===== config.mk =====
export PLATFORM = sky130hd
export DESIGN_NAME = gamepad_responder
export DESIGN_NICKNAME = d
export VERILOG_FILES = /design/src/rtl/gamepad_responder.sv
export SDC_FILE = /design/constraint.sdc
export NUM_CORES = 1
export LEC_CHECK = 0
export CAP_MARGIN = 25
export CORE_MARGIN = 5
export CORE_UTILIZATION = 46
export DETAILED_ROUTE_END_ITERATION = 12
export PLACE_DENSITY = 0.68
export SLEW_MARGIN = 20
export SYNTH_ARGS = -nofsm -noshare
export SYNTH_HDL_FRONTEND = slang
export SYNTH_SLANG_ARGS = --single-unit

===== constraint.sdc =====
create_clock -name Clock -period 2.2 [get_ports Clock]
set_input_delay 0.66 -clock Clock [delete_from_list [all_inputs] [get_ports Clock]]
set_output_delay 0.66 -clock Clock [all_outputs]
set_load 0.1 [all_outputs]

===== src/rtl/gamepad_responder.sv =====
`default_nettype none
// ============================================================================
// Module      : gamepad_responder
// Description : Serial-side emulator of a 4021-based NES-style gamepad.
//               A host supplies an 8-bit button word (1 = pressed) through a
//               strobed staging register. The pad controller's asynchronous
//               latch and pulse lines are synchronised and edge-detected. The
//               button word is then parallel-loaded and shifted out active-low
//               on GamePadData, exactly as a physical pad would present it.
//
// Parameters  : SYNC_STAGES    - synchroniser depth on GLatch/GPulse (>= 2)
//               TIMEOUT_CYCLES - idle cycles tolerated in SHIFT (1..65535)
//               FILTER_CYCLES  - stable cycles needed by the glitch filter
//
// Ports       : Clock        in   system clock, rising edge
//               Reset        in   synchronous, active-low reset
//               Buttons      in   [0]=A [1]=B [2]=Select [3]=Start
//                                 [4]=Up [5]=Down [6]=Left [7]=Right
//               ButtonsValid in   strobe, captures Buttons into staging
//               GLatch       in   asynchronous latch line from controller
//               GPulse       in   asynchronous clock line from controller
//               GamePadData  out  serial data, active-low, registered
//               Busy         out  high whenever the FSM is not IDLE
//               FrameDone    out  one-cycle pulse when the 8th bit is taken
//               FrameAbort   out  one-cycle pulse on restart or timeout
//               BitCount     out  pulses consumed in the current frame
//
// Config      : GAMEPAD_RESPONDER_FILTER_EN - when defined, a glitch filter
//               sits after the synchronisers. Each line changes its internal
//               level only after FILTER_CYCLES consecutive cycles at the new
//               level. When undefined, any synchronised change is an edge.
//
// Revision    : 1.0 - initial release
// ============================================================================
module gamepad_responder #(
    parameter int unsigned SYNC_STAGES    = 2,
    parameter int unsigned TIMEOUT_CYCLES = 16'hFFFF,
    parameter int unsigned FILTER_CYCLES  = 3
) (
    input  logic       Clock,
    input  logic       Reset,
    input  logic [7:0] Buttons,
    input  logic       ButtonsValid,
    input  logic       GLatch,
    input  logic       GPulse,
    output logic       GamePadData,
    output logic       Busy,
    output logic       FrameDone,
    output logic       FrameAbort,
    output logic [3:0] BitCount
);

    typedef enum logic [1:0] {
        ST_IDLE  = 2'd0,
        ST_LATCH = 2'd1,
        ST_SHIFT = 2'd2,
        ST_DONE  = 2'd3
    } state_t;

    localparam logic [15:0] TMO_LIMIT = 16'(TIMEOUT_CYCLES);
    localparam logic [15:0] TMO_MAX   = 16'hFFFF;

    // ------------------------------------------------------------------
    // Synchronisers
    // ------------------------------------------------------------------
    logic [SYNC_STAGES-1:0] latch_sync_q, latch_sync_d;
    logic [SYNC_STAGES-1:0] pulse_sync_q, pulse_sync_d;

    // Internal line levels after optional filtering
    logic latch_lvl_in;
    logic pulse_lvl_in;

    // Edge detection: previous level plus registered edge strobes. The
    // strobes are registered so the FSM sees a clean single-cycle event
    // one edge after the level flop updates.
    logic latch_lvl_q,  latch_lvl_d;
    logic pulse_lvl_q,  pulse_lvl_d;
    logic latch_rise_q, latch_rise_d;
    logic latch_fall_q, latch_fall_d;
    logic pulse_rise_q, pulse_rise_d;

    // ------------------------------------------------------------------
    // Datapath / FSM state
    // ------------------------------------------------------------------
    state_t      state_q,   state_d;
    logic [7:0]  staged_q,  staged_d;
    logic [7:0]  sr_q,      sr_d;
    logic [3:0]  bit_cnt_q, bit_cnt_d;
    logic [15:0] tmo_q,     tmo_d;
    logic        data_q,    data_d;
    logic        busy_q,    busy_d;
    logic        done_q,    done_d;
    logic        abort_q,   abort_d;

    // Value presented to the shift register on any parallel load. A
    // strobe in the same cycle as the load takes precedence over the
    // staged copy so the host never loses a freshly written word.
    logic [7:0]  load_val;

    always_comb begin
        latch_sync_d = {latch_sync_q[SYNC_STAGES-2:0], GLatch};
        pulse_sync_d = {pulse_sync_q[SYNC_STAGES-2:0], GPulse};
    end

`ifdef GAMEPAD_RESPONDER_FILTER_EN
    // ------------------------------------------------------------------
    // Glitch filter. The counter tracks how many consecutive cycles the
    // synchronised line has disagreed with the filtered level. The level
    // flips on the FILTER_CYCLES-th disagreeing cycle. Any agreeing cycle
    // restarts the count, so shorter glitches are discarded.
    // ------------------------------------------------------------------
    localparam logic [15:0] FILT_LAST = 16'(FILTER_CYCLES - 1);

    logic        latch_filt_q, latch_filt_d;
    logic        pulse_filt_q, pulse_filt_d;
    logic [15:0] latch_fcnt_q, latch_fcnt_d;
    logic [15:0] pulse_fcnt_q, pulse_fcnt_d;

    always_comb begin
        latch_filt_d = latch_filt_q;
        latch_fcnt_d = '0;
        if (latch_sync_q[SYNC_STAGES-1] != latch_filt_q) begin
            if (latch_fcnt_q == FILT_LAST) begin
                latch_filt_d = latch_sync_q[SYNC_STAGES-1];
            end else begin
                latch_fcnt_d = latch_fcnt_q + 16'd1;
            end
        end

        pulse_filt_d = pulse_filt_q;
        pulse_fcnt_d = '0;
        if (pulse_sync_q[SYNC_STAGES-1] != pulse_filt_q) begin
            if (pulse_fcnt_q == FILT_LAST) begin
                pulse_filt_d = pulse_sync_q[SYNC_STAGES-1];
            end else begin
                pulse_fcnt_d = pulse_fcnt_q + 16'd1;
            end
        end
    end

    always_ff @(posedge Clock) begin
        if (!Reset) begin
            latch_filt_q <= 1'b0;
            pulse_filt_q <= 1'b0;
            latch_fcnt_q <= '0;
            pulse_fcnt_q <= '0;
        end else begin
            latch_filt_q <= latch_filt_d;
            pulse_filt_q <= pulse_filt_d;
            latch_fcnt_q <= latch_fcnt_d;
            pulse_fcnt_q <= pulse_fcnt_d;
        end
    end

    assign latch_lvl_in = latch_filt_q;
    assign pulse_lvl_in = pulse_filt_q;
`else
    // Without the filter the synchronised levels feed edge detection
    // directly. The filter depth has no effect in this build.
    logic unused_filter_cfg;
    assign unused_filter_cfg = (FILTER_CYCLES != 0);

    assign latch_lvl_in = latch_sync_q[SYNC_STAGES-1];
    assign pulse_lvl_in = pulse_sync_q[SYNC_STAGES-1];
`endif

    // ------------------------------------------------------------------
    // Edge detection
    // ------------------------------------------------------------------
    always_comb begin
        latch_lvl_d  = latch_lvl_in;
        pulse_lvl_d  = pulse_lvl_in;
        latch_rise_d = latch_lvl_in & ~latch_lvl_q;
        latch_fall_d = ~latch_lvl_in & latch_lvl_q;
        pulse_rise_d = pulse_lvl_in & ~pulse_lvl_q;
    end

    // ------------------------------------------------------------------
    // FSM next-state and datapath
    // ------------------------------------------------------------------
    always_comb begin
        load_val  = ButtonsValid ? Buttons : staged_q;
        staged_d  = load_val;

        state_d   = state_q;
        sr_d      = sr_q;
        bit_cnt_d = bit_cnt_q;
        tmo_d     = '0;
        done_d    = 1'b0;
        abort_d   = 1'b0;

        case (state_q)
            // DONE lasts one cycle and otherwise behaves like IDLE, so a
            // latch arriving right after a frame is not lost.
            ST_IDLE, ST_DONE: begin
                state_d   = ST_IDLE;
                bit_cnt_d = '0;
                if (latch_rise_q) begin
                    state_d = ST_LATCH;
                    sr_d    = load_val;
                end
            end

            // Parallel mode: the register tracks the button word for as
            // long as the latch stays high. Pulse edges have no effect.
            ST_LATCH: begin
                if (latch_fall_q) begin
                    state_d = ST_SHIFT;
                end else begin
                    sr_d = load_val;
                end
            end

            ST_SHIFT: begin
                if (latch_rise_q) begin
                    // Controller restarted mid-frame
                    state_d   = ST_LATCH;
                    sr_d      = load_val;
                    bit_cnt_d = '0;
                    abort_d   = 1'b1;
                end else if (pulse_rise_q) begin
                    sr_d      = {1'b0, sr_q[7:1]};
                    bit_cnt_d = bit_cnt_q + 4'd1;
                    if (bit_cnt_q == 4'd7) begin
                        state_d = ST_DONE;
                        done_d  = 1'b1;
                    end
                end else begin
                    // Saturating idle counter; never wraps back to zero
                    tmo_d = (tmo_q == TMO_MAX) ? tmo_q : (tmo_q + 16'd1);
                    if (tmo_d >= TMO_LIMIT) begin
                        state_d   = ST_IDLE;
                        bit_cnt_d = '0;
                        abort_d   = 1'b1;
                    end
                end
            end

            default: begin
                state_d   = ST_IDLE;
                bit_cnt_d = '0;
            end
        endcase

        // Outputs are computed from the next state so that the data bit
        // captured on entry to LATCH is presented on that same edge.
        data_d = ((state_d == ST_LATCH) || (state_d == ST_SHIFT)) ? ~sr_d[0] : 1'b1;
        busy_d = (state_d != ST_IDLE);
    end

    // ------------------------------------------------------------------
    // Registers
    // ------------------------------------------------------------------
    always_ff @(posedge Clock) begin
        if (!Reset) begin
            latch_sync_q <= '0;
            pulse_sync_q <= '0;
            latch_lvl_q  <= 1'b0;
            pulse_lvl_q  <= 1'b0;
            latch_rise_q <= 1'b0;
            latch_fall_q <= 1'b0;
            pulse_rise_q <= 1'b0;
            state_q      <= ST_IDLE;
            staged_q     <= '0;
            sr_q         <= '0;
            bit_cnt_q    <= '0;
            tmo_q        <= '0;
            data_q       <= 1'b1;
            busy_q       <= 1'b0;
            done_q       <= 1'b0;
            abort_q      <= 1'b0;
        end else begin
            latch_sync_q <= latch_sync_d;
            pulse_sync_q <= pulse_sync_d;
            latch_lvl_q  <= latch_lvl_d;
            pulse_lvl_q  <= pulse_lvl_d;
            latch_rise_q <= latch_rise_d;
            latch_fall_q <= latch_fall_d;
            pulse_rise_q <= pulse_rise_d;
            state_q      <= state_d;
            staged_q     <= staged_d;
            sr_q         <= sr_d;
            bit_cnt_q    <= bit_cnt_d;
            tmo_q        <= tmo_d;
            data_q       <= data_d;
            busy_q       <= busy_d;
            done_q       <= done_d;
            abort_q      <= abort_d;
        end
    end

    assign GamePadData = data_q;
    assign Busy        = busy_q;
    assign FrameDone   = done_q;
    assign FrameAbort  = abort_q;
    assign BitCount    = bit_cnt_q;

endmodule
`default_nettype wire


# --- Word-level counts from Yosys, hierarchy flattened ---
# Cells that the tools add are included.
totals:
  reg_bits: 51
  rom_bits: 0
  mem_bits_rw: 0
  out_inout_bits: 8
  wordCells: 74
  mem_count: 0
  in_bits: 13
  latchBits: 0
op_classes:
  addsub: 2
  order_cmp: 1
  n_shift: 0
  reduce_logical: 11
  div_mod_pow: 0
  bitwise: 10
  n_mux: 22
  eq_ne: 11
  mul: 0
op_table:
  columns: ["cell", "n"]
  rows:
  - ["2-to-1 mux 8 bit", 5]
  - ["one-hot mux 8 bit (3 select lines)", 1]
  - ["adder 16 x 1 -> 16 bit, second input constant", 1]
  - ["== test 16 bit, second input constant", 1]
  - ["greater-or-equal comparator 16 bit, second input constant", 1]
  - ["2-to-1 mux 16 bit", 1]
  - ["2-to-1 mux 4 bit", 3]
  - ["2-to-1 mux 2 bit", 5]
  - ["one-hot mux 4 bit (2 select lines)", 1]
  - ["OR reduction 4 bit", 2]
  - ["inverter 1 bit", 7]
  - ["== test 2 bit, second input constant", 3]
  - ["one-hot mux 2 bit (3 select lines)", 1]
  - ["AND reduction 2 bit", 3]
  - ["2-to-1 mux 1 bit", 5]
  - ["adder 4 x 1 -> 4 bit, second input constant", 1]
  - ["== test 2 x 1 -> 1 bit, second input constant", 2]
  - ["== test 4 x 3 -> 1 bit, second input constant", 1]
  - ["!= test 2 bit, second input constant", 2]
  - ["!= test 4 bit, second input constant", 1]
  - ["nonzero test 2 bit", 2]
  - ["AND 1 bit", 3]
  - ["!= test 3 bit, second input constant", 1]
  - ["AND reduction 3 bit", 1]
  - ["other kinds (3)", 3]

# --- Longest topological paths before layout ---
logic_depth:
  word_depth: 10
  ltp_mapped: 12

# --- Worst setup path before layout ---
# Ideal clock, no wire load.
synth_timing:
  path_type: "reg2reg"
  start: "reg tmo_q[0]"
  end: "reg data_q (netlist: GamePadData)"
  stages_incl_launch_ff: 13
  path_slack_ps: -249
  t_required_ps: 2142
  setup_ps: 58
  arrival_ps: 2391
  n_path_buf: 2
  path_cell_list: "dfxtp_1 ha_1 and3_1 buf_4 a41o_1 o21ai_1 a211oi_2 nand4_1 or3_1 buf_2 o31ai_2 ha_1 nand2_1"
synth_via:
  elab_chain_cells: 10
synth_lines:
  columns: ["item", "line_no", "rtl"]
  rows:
  - ["start, declared", "89", "logic [15:0] tmo_q, tmo_d;"]
  - ["start signal, assigned", "284", "tmo_q <= tmo_d;"]
  - ["adder 16 x 1 -> 16 bit / == test 16 bit (equally long branches)", "230", "tmo_d = (tmo_q == TMO_MAX) ? tmo_q : (tmo_q + 16'd1);"]
  - ["2-to-1 mux 16 bit (*)", "230", null]
  - ["greater-or-equal comparator 16 bit (*)", "231", "if (tmo_d >= TMO_LIMIT) begin"]
  - ["2-to-1 mux 2 bit (*)", "231", null]
  - ["2-to-1 mux 2 bit (*)", "221", "end else if (pulse_rise_q) begin"]
  - ["2-to-1 mux 2 bit (*)", "215", "if (latch_rise_q) begin"]
  - ["one-hot mux 2 bit (3 select lines) (*)", "192", "case (state_q)"]
  - ["== test 2 x 1 -> 1 bit / == test 2 bit (equally long branches)", "247", "data_d = ((state_d == ST_LATCH) || (state_d == ST_SHIFT)) ? ~sr_d[0] : 1'b1;"]
  - ["logical OR 1 bit (*)", "247", null]
  - ["AND reduction 2 bit (no line) (*)", null, null]
  - ["end signal, assigned", "285", "data_q <= data_d;"]
  - ["end, declared", "90", "logic data_q, data_d;"]
# Mark *: on every way between the ends. The rest lies on a longest branch, timed or not.
# A chain may end at the register's enable or synchronous reset.

# --- Final worst setup path ---
# Same ends and word-level chain as after synthesis.

==> metrics.yaml <==
outcome: "finished, violations left"
violations: "setup timing"
core-area_um2: 5170
holdWs_ns: 0.384
synth_edf_count: 0
rows: 26
fin_crit_sh_pct: 103
finClkSkew_ns: 0.00730
cp.depth: 10
fillers: 451
critPathArrivalTime_ns: 2.51
cts-root-buf: "clkbuf_8"
die_height_um: 83.6
yosys_warnings: 0
cts_htree_levels: 2
cpPeakStageDelay_ns: 0.38
antenna_found_initial: 0
power.density_nw_per_um2: 514
p_leak_nw: 1.24
gp_congestion: 0.875
via_per_inst: 5.50
gr-total-overflow: 0
drtAntennaViolNets: 0
path_buf_inv: 0
syn_nets: 300
grt_max_degree: 30
min_path_type: "flip-flop to flip-flop"
power_mw: 1.63
die_width_um: 83.6
cts_tree: "built"
worstPathMaxFanout: 7
path_class: "flip-flop to flip-flop"
cts.clk_slew.worst_paths_ns: 0.09
grt_pass1_vias: 2025
cts_buffers: 5
synth-main-ff-cell: "dfxtp_1"
area_growth_pct: 27.8
track_usage_pct: 15.6
fp.dieArea_um2: 6990
period_minus_slack_ns: 2.26
ys_ff_latch: 51
slew_headroom_pct: 70.1
cts_sinks: 51
vdd_drop_max_uv: 610
routed-via-count: 2199
placed_cells: 391
slew_viol_final: 0
worstSetupStartpointType: "flip-flop"
drive_gt1_share_pct: 24.2
clk_latency_ns: 0.30
multiInputGateArea_um2: 1410
wl_per_cell_um: 13.4
end_kind: "flip-flop"
regArea_um2: 1030
postCtsHoldBufs: 0
max_cap_violations: 0
ys_types: 49
clockBufferDepth: 2
crit_path_cell_trace: "ha_4, and3_4, a41o_1, o21ai_2, a211oi_2, nand4_1, or3_4, o31ai_4, ha_1, nand2_1"
finalSetupViolations: 6
synth_area_um2: 2490
min_path_cells: 1
synth_area_per_cell_um2: 8.87
initial_core_util_pct: 48.2
crit_required_ns: 2.44
dr.pass1.iters: 5
slowest_stage: "dfxtp_4"
diodes: 0
setup_slack_ns: -0.0621
rsz0062_at_grt: "yes"
numPortBuffers: 20
cp_top_family: "simple AND/OR/NAND/NOR gates"
r2r_cells: 10
ios: 21
tns_ns: -0.179
finalNetCount: 348
tightestPinTransition_ns: 0.443
finalNonFillerCells: 400
dpl.hpwl_um: 3950
syn_inst: 281
hold_viol: 0
grt_first_pass_wirelength_um: 9250
async_reset_ff_share_pct: 0
wirelength_um: 5350
route.detailed.drc: 0
fmax_mhz: 442
drt_iter0_markers: 158
utilization_pct: 61.5
synth_seq_area_share_pct: 41.0
## state kept, by name (all words and copies together) (netlist names)
name	flops
latch_fall_q	1
latch_lvl_q	1
pulse_rise_q	1
state_q	2
FrameDone	1
BitCount	4
latch_sync_q	2
Busy	1
FrameAbort	1
tmo_q	16
pulse_lvl_q	1
GamePadData	1
pulse_sync_q	2
latch_rise_q	1
staged_q	8
sr_q	8
## routing by layer
| metal | up-vias | GRT usage [%] | wire (um) |
|---|---|---|---|
| li1 | 1114 | - | - |
| met1 | 1028 | 21.0 | 2630 |
| met2 | 53 | 24.9 | 2410 |
| met3 | 4 | 3.65 | 266 |
| met4 | 0 | 4.24 | 44 |
| met5 | - | 0 | 0 |
## cell families (layout without fill, tap and decap cells)
kind of cell | count (synthesis) | after routing | share of synthesized area [%]
xor+xnor | 8 | 8 | 2.81
simple gates | 108 | 108 | 24.6
flops | 51 | 51 | 41.0
compound gates | 74 | 74 | 19.8
mux | 10 | 10 | 4.42
buf+inv | 24 | 73 | 4.37
fa+ha+maj | 6 | 6 | 3.01
## placed cells by master, fill, tap and decap left out, types with 3 or more instances in the layout
cell,n
nor2_1,16
o21ai_0,16
buf_12,5
ha_1,5
nand4_1,8
a211oi_1,7
xor2_1,4
and3_1,5
clkdlybuf4s50_1,12
and4_1,5
buf_4,41
a32oi_1,3
xnor2_1,4
a21oi_1,15
clkbuf_8,7
a31oi_1,7
and2_1,17
nand2_1,18
mux2_2,8
inv_1,7
a32o_1,3
a22oi_1,6
nor2b_1,13
dfxtp_2,3
nand3_1,11
dfxtp_1,47
## cell usage after synthesis (5+ instances only)
cell type,number,area (um^2)
mux2_2,8,90.1
a31oi_1,7,43.8
ha_1,6,75.1
and4_1,5,43.8
clkbuf_1,10,37.5
a21oi_1,15,75.1
o21ai_0,16,80.1
a211oi_1,7,52.6
nand3_1,11,55.1
nor2_1,18,67.6
nand2_1,19,71.3
nor2b_1,13,81.3
a22oi_1,6,45.0
dfxtp_1,51,1020
inv_1,7,26.3
and3_1,6,37.5
nand4_1,8,50.1
and2_1,17,106
## path summary, 6_finish.rpt
| path | startpoint | end | slack, ns |
|---|---|---|---|
| max reg2reg | tmo_q[0]$_SDFF_PP0_ | GamePadData$_SDFF_PN1_ | -0.06 |
| max | tmo_q[0]$_SDFF_PP0_ | GamePadData$_SDFF_PN1_ | -0.06 |
| min reg2reg | pulse_lvl_q$_SDFF_PN0_ | pulse_rise_q$_SDFF_PN0_ | 0.38 |
| min | pulse_lvl_q$_SDFF_PN0_ | pulse_rise_q$_SDFF_PN0_ | 0.38 |
## metrics by stage
stage / area, um^2 / worst slack, ns
global placement: 3050 / -0.0371
global route: 3180 / -0.189
detailed placement: 3050 / -0.0614
floorplan: 2530 / -0.0840
CTS: 3180 / -0.0569
finish: 3180 / -0.0621
## area by class of cell
| class | instances | share of cell area (%) |
|---|---|---|
| Inverter | 7 | 0.825 |
| Clock buffer | 8 | 3.14 |
| Timing Repair Buffer | 58 | 16.6 |
| Tap cell | 70 | 2.75 |
| Multi-Input combinational cell | 206 | 44.4 |
| Sequential cell | 51 | 32.3 |
## power breakdown
part	internal [mW]	total [mW]	switching, mW	leakage [nW]
Sequential	0.937	0.944	0.00666	0.416
Clock	0.288	0.581	0.293	0.0515
Combinational	0.0572	0.111	0.0534	0.773
## what timing repair did
item	4_1_cts	5_1_grt
endpoints found under the setup margin	6	8
resized for setup	4	2
pin swaps	1	2
buffers inserted	1	0
No activity file was read; power rests on OpenSTA's default activity.
